--- config.mk ---
export PLATFORM = sky130hd
export DESIGN_NAME = alu_instr_sequencer_flat
export DESIGN_NICKNAME = d
export VERILOG_FILES = /design/src/rtl/alu_instr_sequencer_if.sv /design/src/rtl/alu_instr_sequencer.sv /design/src/flat_wrapper.sv
export SDC_FILE = /design/constraint.sdc
export NUM_CORES = 1
export LEC_CHECK = 0
export ABC_CLOCK_PERIOD_IN_PS = 4600
export CELL_PAD_IN_SITES_DETAIL_PLACEMENT = 0
export CELL_PAD_IN_SITES_GLOBAL_PLACEMENT = 1
export CORE_MARGIN = 4
export CORE_UTILIZATION = 26
export DETAILED_ROUTE_END_ITERATION = 10
export GPL_TIMING_DRIVEN = 0
export PLACE_DENSITY = 0.93
export SETUP_SLACK_MARGIN = 0.3
export SYNTH_ARGS = -nofsm -noshare
export SYNTH_HDL_FRONTEND = slang
export SYNTH_SLANG_ARGS = --single-unit
--- constraint.sdc ---
create_clock -name clk -period 4.6 [get_ports clk]
set_input_delay 1.15 -clock clk [delete_from_list [all_inputs] [get_ports clk]]
set_output_delay 1.15 -clock clk [all_outputs]
set_load 0.05 [all_outputs]
--- src/rtl/alu_instr_sequencer_if.sv ---
// Handshake and strobe bundle between the instruction sequencer (master)
// and the shared-bus datapath (slave).
interface alu_instr_sequencer_if #(
    parameter int DATA_W = 32,
    parameter int RIDX_W = 4
);
    localparam int NUM_REGS = 2 ** RIDX_W;

    logic                run;
    logic                mem_ready;
    logic [DATA_W-1:0]   ir_in;
    logic                pc_out;
    logic                mar_enable;
    logic                pc_increment;
    logic                read;
    logic                mdr_enable;
    logic                mdr_out;
    logic                ir_enable;
    logic                y_enable;
    logic                z_enable;
    logic                zlo_out;
    logic                zhi_out;
    logic                lo_enable;
    logic                hi_enable;
    logic [NUM_REGS-1:0] reg_out;
    logic [NUM_REGS-1:0] reg_enable;
    logic [4:0]          op_code;
    logic                busy;
    logic                done;
    logic                illegal;

    modport master (
        input  run, mem_ready, ir_in,
        output pc_out, mar_enable, pc_increment, read, mdr_enable, mdr_out,
               ir_enable, y_enable, z_enable, zlo_out, zhi_out, lo_enable,
               hi_enable, reg_out, reg_enable, op_code, busy, done, illegal
    );

    modport slave (
        output run, mem_ready, ir_in,
        input  pc_out, mar_enable, pc_increment, read, mdr_enable, mdr_out,
               ir_enable, y_enable, z_enable, zlo_out, zhi_out, lo_enable,
               hi_enable, reg_out, reg_enable, op_code, busy, done, illegal
    );
endinterface

--- src/rtl/alu_instr_sequencer.sv ---
// Fetch/execute control sequencer for register and ALU instructions on a
// shared-bus datapath: steps T0..T6 plus an illegal-opcode trap state.
module alu_instr_sequencer #(
    parameter int DATA_W  = 32,
    parameter int RIDX_W  = 4,
    parameter int R0_ZERO = 1
) (
    input  logic                  clk,
    input  logic                  clr,
    alu_instr_sequencer_if.master bus
);
    localparam int NUM_REGS = 2 ** RIDX_W;
    localparam int LOW_W    = DATA_W - 5 - 3 * RIDX_W;
    localparam logic [NUM_REGS-1:0] REG_ONE = NUM_REGS'(1);

    localparam logic [4:0] OP_ADD  = 5'b00011;
    localparam logic [4:0] OP_SUB  = 5'b00100;
    localparam logic [4:0] OP_AND  = 5'b00101;
    localparam logic [4:0] OP_OR   = 5'b00110;
    localparam logic [4:0] OP_ROR  = 5'b00111;
    localparam logic [4:0] OP_ROL  = 5'b01000;
    localparam logic [4:0] OP_SHR  = 5'b01001;
    localparam logic [4:0] OP_SHRA = 5'b01010;
    localparam logic [4:0] OP_SHL  = 5'b01011;
    localparam logic [4:0] OP_DIV  = 5'b01111;
    localparam logic [4:0] OP_MUL  = 5'b10000;
    localparam logic [4:0] OP_NEG  = 5'b10001;
    localparam logic [4:0] OP_NOT  = 5'b10010;

    typedef enum logic [3:0] {
        S_IDLE, S_T0, S_T1, S_T2, S_T3, S_T4, S_T5, S_T6, S_ILL
    } state_t;

    state_t              state_q, state_d;
    logic [4:0]          opc_q, opc_d;
    logic [RIDX_W-1:0]   ra_q, ra_d;
    logic [RIDX_W-1:0]   rb_q, rb_d;
    logic [RIDX_W-1:0]   rc_q, rc_d;

    logic [4:0]          opc_ir;
    logic [RIDX_W-1:0]   ra_ir, rb_ir, rc_ir;
    logic                final_step;

    function automatic logic is_muldiv(input logic [4:0] opc);
        return (opc == OP_MUL) || (opc == OP_DIV);
    endfunction

    function automatic logic is_three_op(input logic [4:0] opc);
        return (opc inside {OP_ADD, OP_SUB, OP_AND, OP_OR, OP_ROR, OP_ROL,
                            OP_SHR, OP_SHRA, OP_SHL}) || is_muldiv(opc);
    endfunction

    function automatic logic is_unary(input logic [4:0] opc);
        return (opc == OP_NEG) || (opc == OP_NOT);
    endfunction

    assign opc_ir = bus.ir_in[DATA_W-1 -: 5];
    assign ra_ir  = bus.ir_in[LOW_W + 2*RIDX_W +: RIDX_W];
    assign rb_ir  = bus.ir_in[LOW_W + RIDX_W +: RIDX_W];
    assign rc_ir  = bus.ir_in[LOW_W +: RIDX_W];

    if (LOW_W > 0) begin : g_low_bits
        logic unused_ir_low;
        assign unused_ir_low = ^bus.ir_in[LOW_W-1:0];
    end

    assign final_step = (state_q == S_T6) || (state_q == S_ILL) ||
                        ((state_q == S_T5) && !is_muldiv(opc_q));

    // Next-state logic; the IR fields are only trusted in T3, after the IR load in T2.
    always_comb begin
        state_d = state_q;
        opc_d   = opc_q;
        ra_d    = ra_q;
        rb_d    = rb_q;
        rc_d    = rc_q;
        case (state_q)
            S_IDLE: if (bus.run) state_d = S_T0;
            S_T0:   state_d = S_T1;
            S_T1:   if (bus.mem_ready) state_d = S_T2;
            S_T2:   state_d = S_T3;
            S_T3: begin
                opc_d = opc_ir;
                ra_d  = ra_ir;
                rb_d  = rb_ir;
                rc_d  = rc_ir;
                if (is_three_op(opc_ir))   state_d = S_T4;
                else if (is_unary(opc_ir)) state_d = S_T5;
                else                       state_d = S_ILL;
            end
            S_T4:   state_d = S_T5;
            S_T5:   if (is_muldiv(opc_q)) state_d = S_T6;
            default: ;
        endcase
        if (final_step) state_d = bus.run ? S_T0 : S_IDLE;
    end

    always_ff @(posedge clk or posedge clr) begin
        if (clr) begin
            state_q <= S_IDLE;
            opc_q   <= '0;
            ra_q    <= '0;
            rb_q    <= '0;
            rc_q    <= '0;
        end else begin
            state_q <= state_d;
            opc_q   <= opc_d;
            ra_q    <= ra_d;
            rb_q    <= rb_d;
            rc_q    <= rc_d;
        end
    end

    // Strobes decode from the state register and latched fields; each step drives the bus at most once.
    always_comb begin
        bus.pc_out       = 1'b0;
        bus.mar_enable   = 1'b0;
        bus.pc_increment = 1'b0;
        bus.read         = 1'b0;
        bus.mdr_enable   = 1'b0;
        bus.mdr_out      = 1'b0;
        bus.ir_enable    = 1'b0;
        bus.y_enable     = 1'b0;
        bus.z_enable     = 1'b0;
        bus.zlo_out      = 1'b0;
        bus.zhi_out      = 1'b0;
        bus.lo_enable    = 1'b0;
        bus.hi_enable    = 1'b0;
        bus.reg_out      = '0;
        bus.reg_enable   = '0;
        bus.op_code      = '0;
        bus.done         = 1'b0;
        bus.illegal      = 1'b0;
        bus.busy         = (state_q != S_IDLE);
        case (state_q)
            S_T0: begin
                bus.pc_out       = 1'b1;
                bus.mar_enable   = 1'b1;
                bus.pc_increment = 1'b1;
            end
            S_T1: begin
                bus.read       = 1'b1;
                bus.mdr_enable = 1'b1;
            end
            S_T2: begin
                bus.mdr_out   = 1'b1;
                bus.ir_enable = 1'b1;
            end
            S_T3: begin
                if (is_three_op(opc_ir)) begin
                    bus.reg_out  = REG_ONE << rb_ir;
                    bus.y_enable = 1'b1;
                end else if (is_unary(opc_ir)) begin
                    bus.reg_out  = REG_ONE << rb_ir;
                    bus.op_code  = opc_ir;
                    bus.z_enable = 1'b1;
                end
            end
            S_T4: begin
                bus.reg_out  = REG_ONE << rc_q;
                bus.op_code  = opc_q;
                bus.z_enable = 1'b1;
            end
            S_T5: begin
                bus.op_code = opc_q;
                bus.zlo_out = 1'b1;
                if (is_muldiv(opc_q)) begin
                    bus.lo_enable = 1'b1;
                end else begin
                    bus.done = 1'b1;
                    if (!((R0_ZERO != 0) && (ra_q == '0)))
                        bus.reg_enable = REG_ONE << ra_q;
                end
            end
            S_T6: begin
                bus.op_code   = opc_q;
                bus.zhi_out   = 1'b1;
                bus.hi_enable = 1'b1;
                bus.done      = 1'b1;
            end
            S_ILL: begin
                bus.illegal = 1'b1;
                bus.done    = 1'b1;
            end
            default: ;
        endcase
    end
endmodule
--- src/flat_wrapper.sv ---
// flat-port wrapper written by rule: the top's interface ports become plain ports
module alu_instr_sequencer_flat 
#(
    parameter int DATA_W  = 32,
    parameter int RIDX_W  = 4,
    parameter int R0_ZERO = 1
)
  (clk, clr, bus_run, bus_mem_ready, bus_ir_in, bus_pc_out, bus_mar_enable, bus_pc_increment, bus_read, bus_mdr_enable, bus_mdr_out, bus_ir_enable, bus_y_enable, bus_z_enable, bus_zlo_out, bus_zhi_out, bus_lo_enable, bus_hi_enable, bus_reg_out, bus_reg_enable, bus_op_code, bus_busy, bus_done, bus_illegal);
  alu_instr_sequencer_if #(.DATA_W(DATA_W), .RIDX_W(RIDX_W)) bus_i ();
  input  logic clk;
  input  logic clr;
  input wire logic [$bits(bus_i.run)-1:0] bus_run;
  input wire logic [$bits(bus_i.mem_ready)-1:0] bus_mem_ready;
  input wire logic [$bits(bus_i.ir_in)-1:0] bus_ir_in;
  output wire logic [$bits(bus_i.pc_out)-1:0] bus_pc_out;
  output wire logic [$bits(bus_i.mar_enable)-1:0] bus_mar_enable;
  output wire logic [$bits(bus_i.pc_increment)-1:0] bus_pc_increment;
  output wire logic [$bits(bus_i.read)-1:0] bus_read;
  output wire logic [$bits(bus_i.mdr_enable)-1:0] bus_mdr_enable;
  output wire logic [$bits(bus_i.mdr_out)-1:0] bus_mdr_out;
  output wire logic [$bits(bus_i.ir_enable)-1:0] bus_ir_enable;
  output wire logic [$bits(bus_i.y_enable)-1:0] bus_y_enable;
  output wire logic [$bits(bus_i.z_enable)-1:0] bus_z_enable;
  output wire logic [$bits(bus_i.zlo_out)-1:0] bus_zlo_out;
  output wire logic [$bits(bus_i.zhi_out)-1:0] bus_zhi_out;
  output wire logic [$bits(bus_i.lo_enable)-1:0] bus_lo_enable;
  output wire logic [$bits(bus_i.hi_enable)-1:0] bus_hi_enable;
  output wire logic [$bits(bus_i.reg_out)-1:0] bus_reg_out;
  output wire logic [$bits(bus_i.reg_enable)-1:0] bus_reg_enable;
  output wire logic [$bits(bus_i.op_code)-1:0] bus_op_code;
  output wire logic [$bits(bus_i.busy)-1:0] bus_busy;
  output wire logic [$bits(bus_i.done)-1:0] bus_done;
  output wire logic [$bits(bus_i.illegal)-1:0] bus_illegal;
  assign bus_i.run = bus_run;
  assign bus_i.mem_ready = bus_mem_ready;
  assign bus_i.ir_in = bus_ir_in;
  assign bus_pc_out = bus_i.pc_out;
  assign bus_mar_enable = bus_i.mar_enable;
  assign bus_pc_increment = bus_i.pc_increment;
  assign bus_read = bus_i.read;
  assign bus_mdr_enable = bus_i.mdr_enable;
  assign bus_mdr_out = bus_i.mdr_out;
  assign bus_ir_enable = bus_i.ir_enable;
  assign bus_y_enable = bus_i.y_enable;
  assign bus_z_enable = bus_i.z_enable;
  assign bus_zlo_out = bus_i.zlo_out;
  assign bus_zhi_out = bus_i.zhi_out;
  assign bus_lo_enable = bus_i.lo_enable;
  assign bus_hi_enable = bus_i.hi_enable;
  assign bus_reg_out = bus_i.reg_out;
  assign bus_reg_enable = bus_i.reg_enable;
  assign bus_op_code = bus_i.op_code;
  assign bus_busy = bus_i.busy;
  assign bus_done = bus_i.done;
  assign bus_illegal = bus_i.illegal;
  alu_instr_sequencer #(.DATA_W(DATA_W), .RIDX_W(RIDX_W), .R0_ZERO(R0_ZERO)) u_core (.clk(clk), .clr(clr), .bus(bus_i));
endmodule
==> results by group <==
Worst setup path
  • Critical path arrival: about 3000 ps
  • Req. time, crit path: roughly 3500 ps
  • Crit path kind: input pin to output port
  • CP endpoint kind: output port
  • Worst Path Max Fanout: 6
  • CP Launch Type: input pin

Finish
  • FILL cells: 565
  • Layout cells sized above 1: 0.148
  • Final Cell Area: 2230 µm²
  • Area Overhead vs Synth: 56.6%
  • Sequential cell area: between 400 and 500 µm²
  • Final core occ: 0.428
  • Area of the multi-input gates: 891 µm²
  • # nets final: ~310
  • Antenna fix cells: 0

Clock tree
  • CTS tree: yes
  • Num CTS Buffers: 3
  • Max clock buf depth: 2
  • Clk_lat worst skew: between 200 and 300 ps
  • CTS H-tree depth: 1
  • Clock Sinks: 17
  • CTS root buf: clkbuf_8
  • Reg clk slew, reported paths: 70 ps

Timing
  • Rel. slew slack: 0.547
  • Setup violators final: 0
  • Clock skew: about 2.6 ps
  • Final Max Slew Viols: 0
  • Final period util: 0.908
  • Fin crit period: around 4200 ps
  • Worst-margin pin slew: 678 ps
  • F_max: 239 MHz
  • RSZ-0062 raised after global routing: yes
  • Final hold vios: 0

Power and ir drop
  • Cell Int Power: roughly 580 µW
  • Sw Share: 0.528
  • Comb power frac: 0.656
  • Max VDD drop: 271 µV
  • Clock power share: 0.091
  • Flop pwr share: 0.253
  • Pleak: 0.969 nW
  • Net Switching: 651 µW
  • Power per cell area: 553 nW/µm²

Logic synthesis
  • Netlist cell types: just over 40
  • Count leader, synth: nand2_1
  • Commonest cells in the netlist: 54 x nand2_1, 26 x nor2_1, 17 x dfrtp_1, 16 x o22ai_1
  • Yosys reg bits: 17
  • Cells after Synth: 201
  • Mapped Avg Cell Area: a little over 7 µm²
  • Area leader, netlist: dfrtp_1
  • Top post-synthesis cells by area: dfrtp_1 30%, nand2_1 14%, o22ai_1 7.0%
  • Top-area cell type share of the netlist area: 0.299
  • Post-synth ARST share: 1.00
  • Mapped Area: 1420 µm²
  • Yosys warning count: 0
  • Synth Net Count: 237
  • Main synth FF type: dfrtp_1
  • Seq/Total Area, Yosys: 0.299
  • EDFF count, synth: 0

GRT
  • Gr usage total: 0.132
  • First-pass GRT wire length: 7.25 mm
  • Initial antenna violation count: 0
  • Largest net degree at the start of global routing: 18
  • Vias in the first global route: 1618
  • Grt total ovfl: 0

Floorplan
  • Initial Utilization: 0.274
  • DIE WIDTH: 82 µm
  • Rows: 26
  • Die area: 6720 µm²
  • IO Count: 89
  • Chip height: between 80 and 90 µm
  • Core area: 5200 µm²

Route
  • Routed vias/inst: 4.76
  • DRT Pass-1 Iters: 4
  • Remaining DRCs: 0
  • Total Wirelength: around 4.5 mm
  • DRT iter0 DRCs: 84
  • Routed Antenna Nets: 0
  • Via count: 1651
  • Routed WL per cell: about 13 µm

Flow run
  • Max-cap viol count: 0

Placement
  • Dpl hpwl: 3.57 mm
  • GPL Wtd Cong: 0.807
  • Port bufs: 72
  • Dpl cell area: between 2000 and 2500 µm²

Outcome
  • Status: finished, final reports clean

Worst hold path
  • Worst Hold Class: register to register
metal layers:
layer	track usage	part of all wire	wire length (µm)
met1	0.167	0.45	2010
met2	0.235	0.47	2110
met4	0.0216	0.0027	12
met5	0	0	0
met3	0.0241	0.076	342
sequential cells by signal, indices dropped and copies added (netlist names):
register,count
u_core.rc_q,4
u_core.opc_q,5
u_core.state_q,4
u_core.ra_q,4
repair_timing:
| item | 4_1_cts | 5_1_grt |
|---|---|---|
| pin swaps | 0 | 3 |
| buffers inserted | 0 | 0 |
| hold buffers | 0 | 0 |
| endpoints found under the setup margin | 21 | 18 |
| resized for setup | 75 | 34 |
| endpoints found under the hold margin | 0 | 0 |
worst paths after layout:
kind / from / endpoint / slack [ps] / cells after the start
min in group asynchronous: clr / u_core.opc_q[1] / 1290 / 2
setup reg to reg: u_core.state_q[3] / u_core.ra_q[3] / 2800 / 5
max in group asynchronous: clr / u_core.rc_q[0] / 2870 / 2
hold reg to reg: u_core.opc_q[1] / u_core.opc_q[1] / 540 / 2
setup / recovery: bus_ir_in[30] / bus_reg_out[9] / 420 / 7
hold / removal: u_core.opc_q[1] / u_core.opc_q[1] / 540 / 2
area by class of cell:
| cell class | count | area share |
|---|---|---|
| clock inverter | 1 | 0.00224 |
| buffer | 12 | 0.0455 |
| tap | 70 | 0.0393 |
| sequential | 17 | 0.191 |
| timing repair buffer | 72 | 0.296 |
| clock buffer | 3 | 0.0185 |
| inverter | 5 | 0.00842 |
| multi-input combinational | 167 | 0.400 |
kinds of logic after synthesis:
group / count (synthesis) / synth area share
xor+xnor: 1 / 0.00615
flops: 17 / 0.299
buf+inv: 17 / 0.0844
compound gates: 42 / 0.199
mux: 1 / 0.00966
other cells: 1 / 0.00263
simple gates: 122 / 0.400
power by group through the flow:
| stage | sequential, mW | clock, mW | combinational (mW) |
|---|---|---|---|
| detailed placement | 0.313 | 0 | 0.819 |
| global route | 0.327 | 0.126 | 0.879 |
| global placement | 0.309 | 0 | 0.813 |
| finish | 0.312 | 0.112 | 0.808 |
| floorplan | 0.292 | 0 | 0.603 |
| CTS | 0.311 | 0.114 | 0.811 |
through the flow:
stage          hold WS (ps)  worst slack [ps]  TNS (ps)  power, mW  instances
2_1_floorplan           476               620         0      0.895        201
4_1_cts                 536              48.0         0       1.24        347
3_3_place_gp            502              -187     -2570       1.12        343
5_1_grt                 570               254         0       1.33        347
3_5_place_dp            516              -260     -3180       1.13        343
6_report                541               425         0       1.23        347
critical path: stages:
cell and delay, ps:
clkdlybuf4s50_1 540, or2b_1 270, a21boi_1 160, o21bai_4 200, nand4b_1 220, o22ai_1 230
clkbuf_4 260
cell usage in the layout (no fill, tap or decap), types with 3 or more instances in the layout:
cell and count:
a21oi_1 7, buf_2 5, buf_4 15, clkbuf_4 3
clkbuf_8 6, clkdlybuf4s50_1 51, dfrtp_1 17, dlygate4sd2_1 3
inv_1 5, nand2_1 54, nand2b_1 10, nand4b_1 4
nor2_1 26, nor3_1 9, o21ai_0 3, o22ai_1 16
Power figures use the tool's default switching activity.
